File: config.mk
export PLATFORM = sky130hd
export DESIGN_NAME = qam_bit_packer_flat
export DESIGN_NICKNAME = d
export VERILOG_FILES = /design/src/rtl/qam_bit_packer_if.sv /design/src/rtl/qam_bit_packer.sv /design/src/flat_wrapper.sv
export SDC_FILE = /design/constraint.sdc
export NUM_CORES = 1
export LEC_CHECK = 0
export ABC_CLOCK_PERIOD_IN_PS = 9680
export CAP_MARGIN = 20
export CORE_MARGIN = 2
export CORE_UTILIZATION = 45
export CTS_CLUSTER_SIZE = 14
export DETAILED_ROUTE_END_ITERATION = 7
export SYNTH_ARGS = -nofsm -noshare
export SYNTH_HDL_FRONTEND = slang
export SYNTH_SLANG_ARGS = --single-unit
File: constraint.sdc
create_clock -name clk -period 9.68 [get_ports clk]
set_input_delay 0.968 -clock clk [delete_from_list [all_inputs] [get_ports clk]]
set_output_delay 0.968 -clock clk [all_outputs]
set_load 0.05 [all_outputs]
File: src/rtl/qam_bit_packer_if.sv
// Byte-in / symbol-out bus between the frame source, the bit packer and the QAM mapper.
// The packer takes the slave side. The source and mapper, or a bench, take the master side.
interface qam_bit_packer_if #(
    parameter int CNT_W = 16
);
    logic [2:0]       M_ary;
    logic [7:0]       byte_in;
    logic             byte_valid;
    logic             byte_ready;
    logic             flush;
    logic             flush_done;
    logic [15:0]      sym_out;
    logic             sym_valid;
    logic             qam_ready;
    logic [CNT_W-1:0] sym_cnt;

    modport master (
        output M_ary, byte_in, byte_valid, flush, qam_ready,
        input  byte_ready, flush_done, sym_out, sym_valid, sym_cnt
    );

    modport slave (
        input  M_ary, byte_in, byte_valid, flush, qam_ready,
        output byte_ready, flush_done, sym_out, sym_valid, sym_cnt
    );
endinterface

File: src/rtl/qam_bit_packer.sv
// Repacks an MSB-first byte stream into k-bit QAM symbols (k = 2/4/6/8/10).
// All outputs are registered copies of next-state decodes, so no input reaches an output combinationally.
module qam_bit_packer #(
    parameter int DATA_W = 8,
    parameter int ACC_W  = 24,
    parameter int CNT_W  = 16
) (
    input  logic                 clk,
    input  logic                 rst,
    qam_bit_packer_if.slave      bus
);

    typedef enum logic [2:0] {
        S_IDLE = 3'd0,
        S_FILL = 3'd1,
        S_EMIT = 3'd2,
        S_PAD  = 3'd3,
        S_DONE = 3'd4
    } state_t;

    function automatic logic [3:0] f_decode(input logic [2:0] m);
        case (m)
            3'b000:  f_decode = 4'd2;
            3'b001:  f_decode = 4'd4;
            3'b010:  f_decode = 4'd6;
            3'b011:  f_decode = 4'd8;
            default: f_decode = 4'd10;
        endcase
    endfunction

    // The oldest unsent k bits sit at [cnt-1 : cnt-k] of the accumulator.
    function automatic logic [15:0] f_emit(input logic [ACC_W-1:0] acc,
                                           input logic [4:0] cnt, input logic [3:0] k);
        f_emit = 16'((acc >> (cnt - {1'b0, k})) & ((ACC_W'(1) << k) - ACC_W'(1)));
    endfunction

    function automatic logic [15:0] f_pad(input logic [ACC_W-1:0] acc,
                                          input logic [4:0] cnt, input logic [3:0] k);
        f_pad = 16'((acc & ((ACC_W'(1) << cnt) - ACC_W'(1))) << ({1'b0, k} - cnt));
    endfunction

    state_t             r_state;
    logic [ACC_W-1:0]   r_acc;
    logic [4:0]         r_bit_cnt;
    logic [3:0]         r_k;
    logic               r_flush_pend;
    logic [CNT_W-1:0]   r_sym_cnt;
    logic               r_byte_ready;
    logic               r_sym_valid;
    logic [15:0]        r_sym_out;
    logic               r_flush_done;

    state_t             w_nxt_state;
    logic [ACC_W-1:0]   w_nxt_acc;
    logic [4:0]         w_nxt_cnt;
    logic [3:0]         w_nxt_k;
    logic               w_nxt_pend;
    logic [15:0]        w_nxt_sym_out;
    logic               w_accept;
    logic               w_xfer;
    logic               w_pend_any;
    logic [4:0]         w_k5;
    logic [4:0]         w_acc_cnt;
    logic [4:0]         w_rem;

    // Next-state, accumulator and bit-count logic.
    always_comb begin
        w_nxt_state = r_state;
        w_nxt_acc   = r_acc;
        w_nxt_cnt   = r_bit_cnt;
        w_nxt_k     = r_k;
        w_nxt_pend  = r_flush_pend;
        w_accept    = r_byte_ready && bus.byte_valid;
        w_xfer      = r_sym_valid && bus.qam_ready;
        w_pend_any  = r_flush_pend || bus.flush;
        // In IDLE the symbol size follows M_ary live, so a byte arriving there is packed with the new k.
        w_k5        = (r_state == S_IDLE) ? {1'b0, f_decode(bus.M_ary)} : {1'b0, r_k};
        w_rem       = r_bit_cnt - {1'b0, r_k};
        if (w_accept) begin
            w_nxt_acc = {r_acc[ACC_W-DATA_W-1:0], bus.byte_in};
            w_acc_cnt = r_bit_cnt + 5'd8;
        end else begin
            w_acc_cnt = r_bit_cnt;
        end

        case (r_state)
            S_IDLE: begin
                w_nxt_k = w_k5[3:0];
                if (w_accept) begin
                    w_nxt_cnt   = w_acc_cnt;
                    w_nxt_pend  = w_pend_any;
                    w_nxt_state = (w_acc_cnt >= w_k5) ? S_EMIT : S_FILL;
                end else if (w_pend_any) begin
                    w_nxt_state = S_DONE;
                end else begin
                    w_nxt_state = S_IDLE;
                end
            end
            S_FILL: begin
                w_nxt_pend = w_pend_any;
                if (w_accept) begin
                    w_nxt_cnt   = w_acc_cnt;
                    w_nxt_state = (w_acc_cnt >= w_k5) ? S_EMIT : S_FILL;
                end else if (w_pend_any) begin
                    w_nxt_state = S_PAD;
                end else begin
                    w_nxt_state = S_FILL;
                end
            end
            S_EMIT: begin
                w_nxt_pend = w_pend_any;
                if (w_xfer) begin
                    w_nxt_cnt = w_rem;
                    if (w_rem == 5'd0) begin
                        w_nxt_state = w_pend_any ? S_DONE : S_IDLE;
                    end else if (w_rem < w_k5) begin
                        w_nxt_state = w_pend_any ? S_PAD : S_FILL;
                    end else begin
                        w_nxt_state = S_EMIT;
                    end
                end else begin
                    w_nxt_state = S_EMIT;
                end
            end
            S_PAD: begin
                w_nxt_pend = w_pend_any;
                if (w_xfer) begin
                    w_nxt_cnt   = 5'd0;
                    w_nxt_state = S_DONE;
                end else begin
                    w_nxt_state = S_PAD;
                end
            end
            S_DONE: begin
                w_nxt_pend  = bus.flush;
                w_nxt_state = S_IDLE;
            end
            default: begin
                w_nxt_cnt   = 5'd0;
                w_nxt_pend  = 1'b0;
                w_nxt_state = S_IDLE;
            end
        endcase
    end

    // Symbol word as it will appear once the next state is entered.
    always_comb begin
        case (w_nxt_state)
            S_EMIT:  w_nxt_sym_out = f_emit(w_nxt_acc, w_nxt_cnt, w_nxt_k);
            S_PAD:   w_nxt_sym_out = f_pad(w_nxt_acc, w_nxt_cnt, w_nxt_k);
            default: w_nxt_sym_out = 16'h0000;
        endcase
    end

    // State, datapath and registered outputs with synchronous active-low reset.
    always_ff @(posedge clk) begin
        if (!rst) begin
            r_state      <= S_IDLE;
            r_acc        <= '0;
            r_bit_cnt    <= 5'd0;
            r_k          <= f_decode(bus.M_ary);
            r_flush_pend <= 1'b0;
            r_sym_cnt    <= '0;
            r_byte_ready <= 1'b1;
            r_sym_valid  <= 1'b0;
            r_sym_out    <= 16'h0000;
            r_flush_done <= 1'b0;
        end else begin
            r_state      <= w_nxt_state;
            r_acc        <= w_nxt_acc;
            r_bit_cnt    <= w_nxt_cnt;
            r_k          <= w_nxt_k;
            r_flush_pend <= w_nxt_pend;
            r_sym_cnt    <= r_sym_cnt + {{(CNT_W-1){1'b0}}, w_xfer};
            r_byte_ready <= (w_nxt_state == S_IDLE) || (w_nxt_state == S_FILL);
            r_sym_valid  <= (w_nxt_state == S_EMIT) || (w_nxt_state == S_PAD);
            r_sym_out    <= w_nxt_sym_out;
            r_flush_done <= (w_nxt_state == S_DONE);
        end
    end

    assign bus.byte_ready = r_byte_ready;
    assign bus.sym_valid  = r_sym_valid;
    assign bus.sym_out    = r_sym_out;
    assign bus.flush_done = r_flush_done;
    assign bus.sym_cnt    = r_sym_cnt;

endmodule

File: src/flat_wrapper.sv
// flat-port wrapper written by rule: the top's interface ports become plain ports
module qam_bit_packer_flat 
#(
    parameter int DATA_W = 8,
    parameter int ACC_W  = 24,
    parameter int CNT_W  = 16
)
  (clk, rst, bus_M_ary, bus_byte_in, bus_byte_valid, bus_flush, bus_qam_ready, bus_byte_ready, bus_flush_done, bus_sym_out, bus_sym_valid, bus_sym_cnt);
  qam_bit_packer_if #(.CNT_W(CNT_W)) bus_i ();
  input  logic clk;
  input  logic rst;
  input wire logic [$bits(bus_i.M_ary)-1:0] bus_M_ary;
  input wire logic [$bits(bus_i.byte_in)-1:0] bus_byte_in;
  input wire logic [$bits(bus_i.byte_valid)-1:0] bus_byte_valid;
  input wire logic [$bits(bus_i.flush)-1:0] bus_flush;
  input wire logic [$bits(bus_i.qam_ready)-1:0] bus_qam_ready;
  output wire logic [$bits(bus_i.byte_ready)-1:0] bus_byte_ready;
  output wire logic [$bits(bus_i.flush_done)-1:0] bus_flush_done;
  output wire logic [$bits(bus_i.sym_out)-1:0] bus_sym_out;
  output wire logic [$bits(bus_i.sym_valid)-1:0] bus_sym_valid;
  output wire logic [$bits(bus_i.sym_cnt)-1:0] bus_sym_cnt;
  assign bus_i.M_ary = bus_M_ary;
  assign bus_i.byte_in = bus_byte_in;
  assign bus_i.byte_valid = bus_byte_valid;
  assign bus_i.flush = bus_flush;
  assign bus_i.qam_ready = bus_qam_ready;
  assign bus_byte_ready = bus_i.byte_ready;
  assign bus_flush_done = bus_i.flush_done;
  assign bus_sym_out = bus_i.sym_out;
  assign bus_sym_valid = bus_i.sym_valid;
  assign bus_sym_cnt = bus_i.sym_cnt;
  qam_bit_packer #(.DATA_W(DATA_W), .ACC_W(ACC_W), .CNT_W(CNT_W)) u_core (.clk(clk), .rst(rst), .bus(bus_i));
endmodule
Yosys cells after proc, flatten, opt, wreduce, memory -nomap -nowiden. Index checks and enable logic that the tools add are counted.

Equality and inequality tests: 12. Bitwise operators: 2. Divide/modulo/power cells: 0. Muxes and demuxes: 23. Shift-type cells: 4. Add/subtract/negate cells: 7. Reductions and logical operators: 11. Magnitude comparators: 2. Multiply operators: 0.

Operators by type and width (number): one-hot mux 16 bit (2 select lines) (1); bitwise AND 24 bit (1); two-way mux 24 bit (1); left shift 1 x 5 -> 24 bit, first input constant (1); left shift 24 x 5 -> 16 bit (1); >> shifter 24 x 5 -> 16 bit (1); subtractor 24 x 1 -> 24 bit, second input constant (1); two-way mux 5 bit (4); one-hot mux 5 bit (4 select lines) (1); equality test 3 x 2 -> 1 bit, second input constant (6); two-way mux 3 bit (6); adder 16 x 1 -> 16 bit (1); bitwise AND 16 bit (1); one-hot mux 4 bit (4 select lines) (1); left shift 1 x 4 -> 16 bit, first input constant (1); subtractor 16 x 1 -> 16 bit, second input constant (1); two-way mux 4 bit (3); one-hot mux 3 bit (4 select lines) (1); subtractor 5 x 4 -> 5 bit (2); equality test 3 x 1 -> 1 bit, second input constant (3); zero test 3 bit (3); equality test 3 bit, second input constant (2); two-way mux 2 bit (3); adder 5 x 4 -> 5 bit, second input constant (1); other kinds (11) (14).

Register bits after elaboration: 72. Bits in latches: 0. Bits in read-only memories: 0. Logic and storage cells: 71. Memories: 0. Input bits: 16. RAM bits: 0.

Logic depth before layout (Yosys ltp).
Word-level depth: 10. Gate-level depth with buffers: 19. Mapped depth without buffers: 18.

Worst setup path before layout. Ideal clock, no wire load.

Path type: input-to-reg. Start: input bus_M_ary[0]. End: register u_core.r_sym_out[13], in the netlist u_core.bus.sym_out[13]. Arrival time: 4.295 ns. Path slack: 5.316 ns. Buffers on the path: 1. Data required time: 9.611 ns. Cell stages on the path: 16. Path through: nor2b_1 -> mux2i_1 -> inv_1 -> ha_1 -> o21a_1 -> o221ai_2 -> and4b_4 -> a211o_1 -> and2_1 -> or3_1 -> buf_6 -> clkinv_4 -> nand2_4 -> nor2_8 -> or4b_1 -> o21ai_1.

Word-level cells in the longest chain between the ends: 10. Elaborated cells between the ends (all ways): 26.

RTL lines: start, declared (line flat_wrapper.sv:12) `input wire logic [$bits(bus_i.M_ary)-1:0] bus_M_ary;`; equality test 3 x 2 -> 1 bit (tied with other cells) (line qam_bit_packer.sv:22) `case (m)`; one-hot mux 4 bit (4 select lines) (*) (line qam_bit_packer.sv:22); two-way mux 4 bit (*) (line qam_bit_packer.sv:77) `w_k5 = (r_state == S_IDLE) ? {1'b0, f_decode(bus.M_ary)} : {1'b0, r_k};`; parallel branches: the longest is 6 deep, another holds subtractor 5 x 4 -> 5 bit; one-hot mux 16 bit (2 select lines) (*) (line qam_bit_packer.sv:148) `case (w_nxt_state)`; end signal, assigned (line qam_bit_packer.sv:177) `r_sym_out <= w_nxt_sym_out;`; end, declared (line qam_bit_packer.sv:50) `logic [15:0] r_sym_out;`.

Every way passes the cells marked *. A chain may end at the register's enable or synchronous reset.

Worst setup path in the final report.
Start: input bus_M_ary[2]. End: register u_core.r_sym_out[10], in the netlist u_core.bus.sym_out[10].

Same word-level chain as after synthesis.

==> impl_metrics.json <==
{
  "status": "finished clean",
  "area_growth_syn_to_layout_pct": 13.68,
  "cts_num_sinks": 72,
  "drt_wl_total_um": 20130,
  "worstSetupPathType": "in -> reg",
  "cts_root_buffer": "clkbuf_16",
  "wl_per_cell_um": 20.71,
  "viasPerCell": 6.358,
  "synth_cell_types": 91,
  "max_freq_mhz": 179.1,
  "finalHoldViolations": 0,
  "first_pass_iters": 7,
  "post_cts_buffers": 0,
  "synthArstFlopShare": 0,
  "syn_nets": 807,
  "worst_slew_pin_slew_ns": 1.037,
  "netlist_instances": 767,
  "synth-seq-cells": 72,
  "maxSlewHeadroom": 0.3038,
  "clock_power_share": 0.137,
  "cts_hold_buf": 0,
  "core_region_area_mm2": 0.01335,
  "grt_max_degree": 53,
  "switching_share": 0.5513,
  "start_util": 0.4653,
  "synth_area_per_cell_um2": 8.098,
  "p_int_w": 0.001073,
  "final_nets": 831,
  "drc": 0,
  "io_pins": 51,
  "setup_viol": 0,
  "synth_top_area_cell": "dfxtp_1",
  "period_minus_slack_ns": 5.582,
  "synthSimpleGateAreaFrac": 0.2329,
  "synth_edf_count": 0,
  "vias": 6180,
  "synth_top_family_by_area": "compound AO/OA/AOI/OAI gates",
  "drt_iter0_markers": 744,
  "synth-main-ff-cell": "dfxtp_1",
  "p_sw_w": 0.001319,
  "die_y_um": 121.5,
  "syn_area_mm2": 0.006211,
  "rows": 42,
  "clkLatencyLatePin_ns": 0.34,
  "ys_seq_area_frac": 0.2321,
  "cts_buffer_depth": 2,
  "p_seq_frac": 0.157,
  "synth_fa_ha_area_frac": 0.05197,
  "path_clk_slew_ns": 0.06,
  "synthMuxAreaShare": 0.1503,
  "port_buffers": 50,
  "hp-class": "reg -> reg",
  "routabilityCongestion": 0.9582,
  "worst_setup_path_end_kind": "flop",
  "irDropWorstVdd_mv": 0.1537,
  "cts_tree": "built",
  "cts_resized": 0,
  "critPathArrivalTime_ns": 5.87,
  "rsz0062_at_grt": "no",
  "synth_xor_area_frac": 0.05016,
  "crit_fanout": 21,
  "slew_violations": 0,
  "finalCritPeriodShare": 0.5767,
  "die_x_um": 121.5,
  "tns_ns": 0,
  "ys_top_cells_by_area": "dfxtp_1, mux2i_1, nor2_1",
  "dieArea_mm2": 0.01476,
  "diodes": 0,
  "power.density_mw_per_mm2": 338.8,
  "drive_above_1_share": 0.08794,
  "reg2reg_slack_ns": 4.23,
  "synth_top_area_share": 0.2321,
  "ant_nets": 0,
  "numCtsBuffers": 9,
  "fin_util": 0.5290,
  "ctsHtreeMaxLevel": 3,
  "synth-compound-area-share": 0.2333,
  "pwr-share-comb": 0.706,
  "required_ns": 9.97,
  "antenna_found_initial": 0,
  "ys_warn_count": 0,
  "grt_first_pass_wirelength_um": 31200,
  "grt_overflow": 0,
  "leakage_nw": 2.848,
  "cp-start-kind": "input pin",
  "maxCapViolCount": 0,
  "grt_pass1_vias": 5678,
  "fin_skew_ns": 0.006007,
  "grt_usage": 0.2759,
  "dpl.hpwl_um": 15340
}
synthesized netlist by cell type, drive strengths merged, types with 4 or more instances:
cell and instances:
a2111oi 5, a211o 5, a211oi 20, a21o 5, a21oi 46, a221oi 8
a22o 4, a22oi 6, a31oi 9, and2 9, and3 7, buf 18
clkbuf 25, dfxtp 72, ha 21, inv 23, mux2 4, mux2i 82
nand2 62, nand2b 5, nand3 26, nand4 9, nand4b 4, nor2 100
nor3 27, nor4 8, o211ai 4, o21a 5, o21ai 37, o221ai 5
o22ai 6, o31ai 6, o32ai 4, or2 5, or3 8, xnor2 10
xor2 17
cell usage in the layout, fill, tap and decap left out, drive strengths merged, types with 9 or more instances in the layout:
master and count:
clkdlybuf4s50 50, nand2 62, and2 9, xor2 17, nor3 27, nor2 100, ha 21, nand4 9
a31oi 9, xnor2 10, clkbuf 9, a21oi 46, inv 27, mux2i 82, dfxtp 72, a211oi 20
nand3 26, o21ai 37
power by group through the flow:
stage | Sequential (W) | Clock [W] | Combinational, W
2_1_floorplan | 0.000396 | 0 | 0.00126
3_3_place_gp | 0.000380 | 0 | 0.00164
6_report | 0.000374 | 0.000328 | 0.00169
4_1_cts | 0.000373 | 0.000335 | 0.00165
5_1_grt | 0.000379 | 0.000346 | 0.00181
3_5_place_dp | 0.000379 | 0 | 0.00165
stage by stage:
| step | instance area, µm² | cells | setup slack (ns) | hold slack [ns] | total power [W] |
|---|---|---|---|---|---|
| CTS | 7061 | 972 | 4.136 | 0.5065 | 0.002362 |
| finish | 7061 | 972 | 4.098 | 0.5090 | 0.002392 |
| floorplan | 6211 | 767 | 5.316 | 0.4785 | 0.001654 |
| global route | 7061 | 972 | 3.802 | 0.5483 | 0.002532 |
| detailed placement | 6773 | 956 | 3.772 | 0.4978 | 0.002026 |
| global placement | 6773 | 956 | 3.928 | 0.4902 | 0.002018 |
cells by family after synthesis:
| family | count (synthesis) |
|---|---|
| muxes | 89 |
| adders and majority gates | 24 |
| buffers and inverters | 69 |
| and+or+nand+nor | 285 |
| DFF | 72 |
| AOI/OAI and AO/OA | 199 |
| xor gates and xnor gates | 29 |
layout make-up:
type	count	area (µm²)
flip-flops and latches	72	1441
multi-input cells	626	4463
clock buffers	9	225.2
well taps	176	220.2
repair buffers	56	545.5
inverters	26	102.6
clock inverters	7	62.56
fillers	1260	6287
sequential cells by signal, summed over array words and instances, names as in the netlist:
register               count
u_core.bus.byte_ready      1
u_core.bus.flush_done      1
u_core.r_flush_pend        1
u_core.r_acc              24
u_core.bus.sym_cnt        16
u_core.bus.sym_valid       1
u_core.bus.sym_out        16
u_core.r_k                 4
u_core.r_bit_cnt           5
u_core.r_state             3
metal layers:
metal	routed length (µm)	global-route usage
met1	9270	0.3841
met2	8823	0.4252
met3	1309	0.04041
met4	730	0.1157
met5	0	0
worst paths after layout:
kind                                                    from                                end  depth (start not counted)
worst max-delay path                            bus_M_ary[2]  u_core.bus.sym_out[10]$_SDFF_PN0_                         11
worst min register to register  u_core.r_state[2]$_SDFF_PN0_       u_core.r_state[2]$_SDFF_PN0_                          1
worst min-delay path            u_core.r_state[2]$_SDFF_PN0_       u_core.r_state[2]$_SDFF_PN0_                          1
worst max register to register  u_core.r_state[1]$_SDFF_PN0_  u_core.bus.sym_out[10]$_SDFF_PN0_                         10
critical path: stages:
cell and delay [ns]:
clkdlybuf4s50_1 0.58, nor2b_1 0.09, mux2i_1 0.76, inv_1 0.50
fa_1 0.62, xnor3_1 1.06, mux2i_1 0.34, mux2i_1 0.14
or4_4 0.51, a21oi_2 0.15, o21a_1 0.13
No activity file was read; power rests on OpenSTA's default activity.
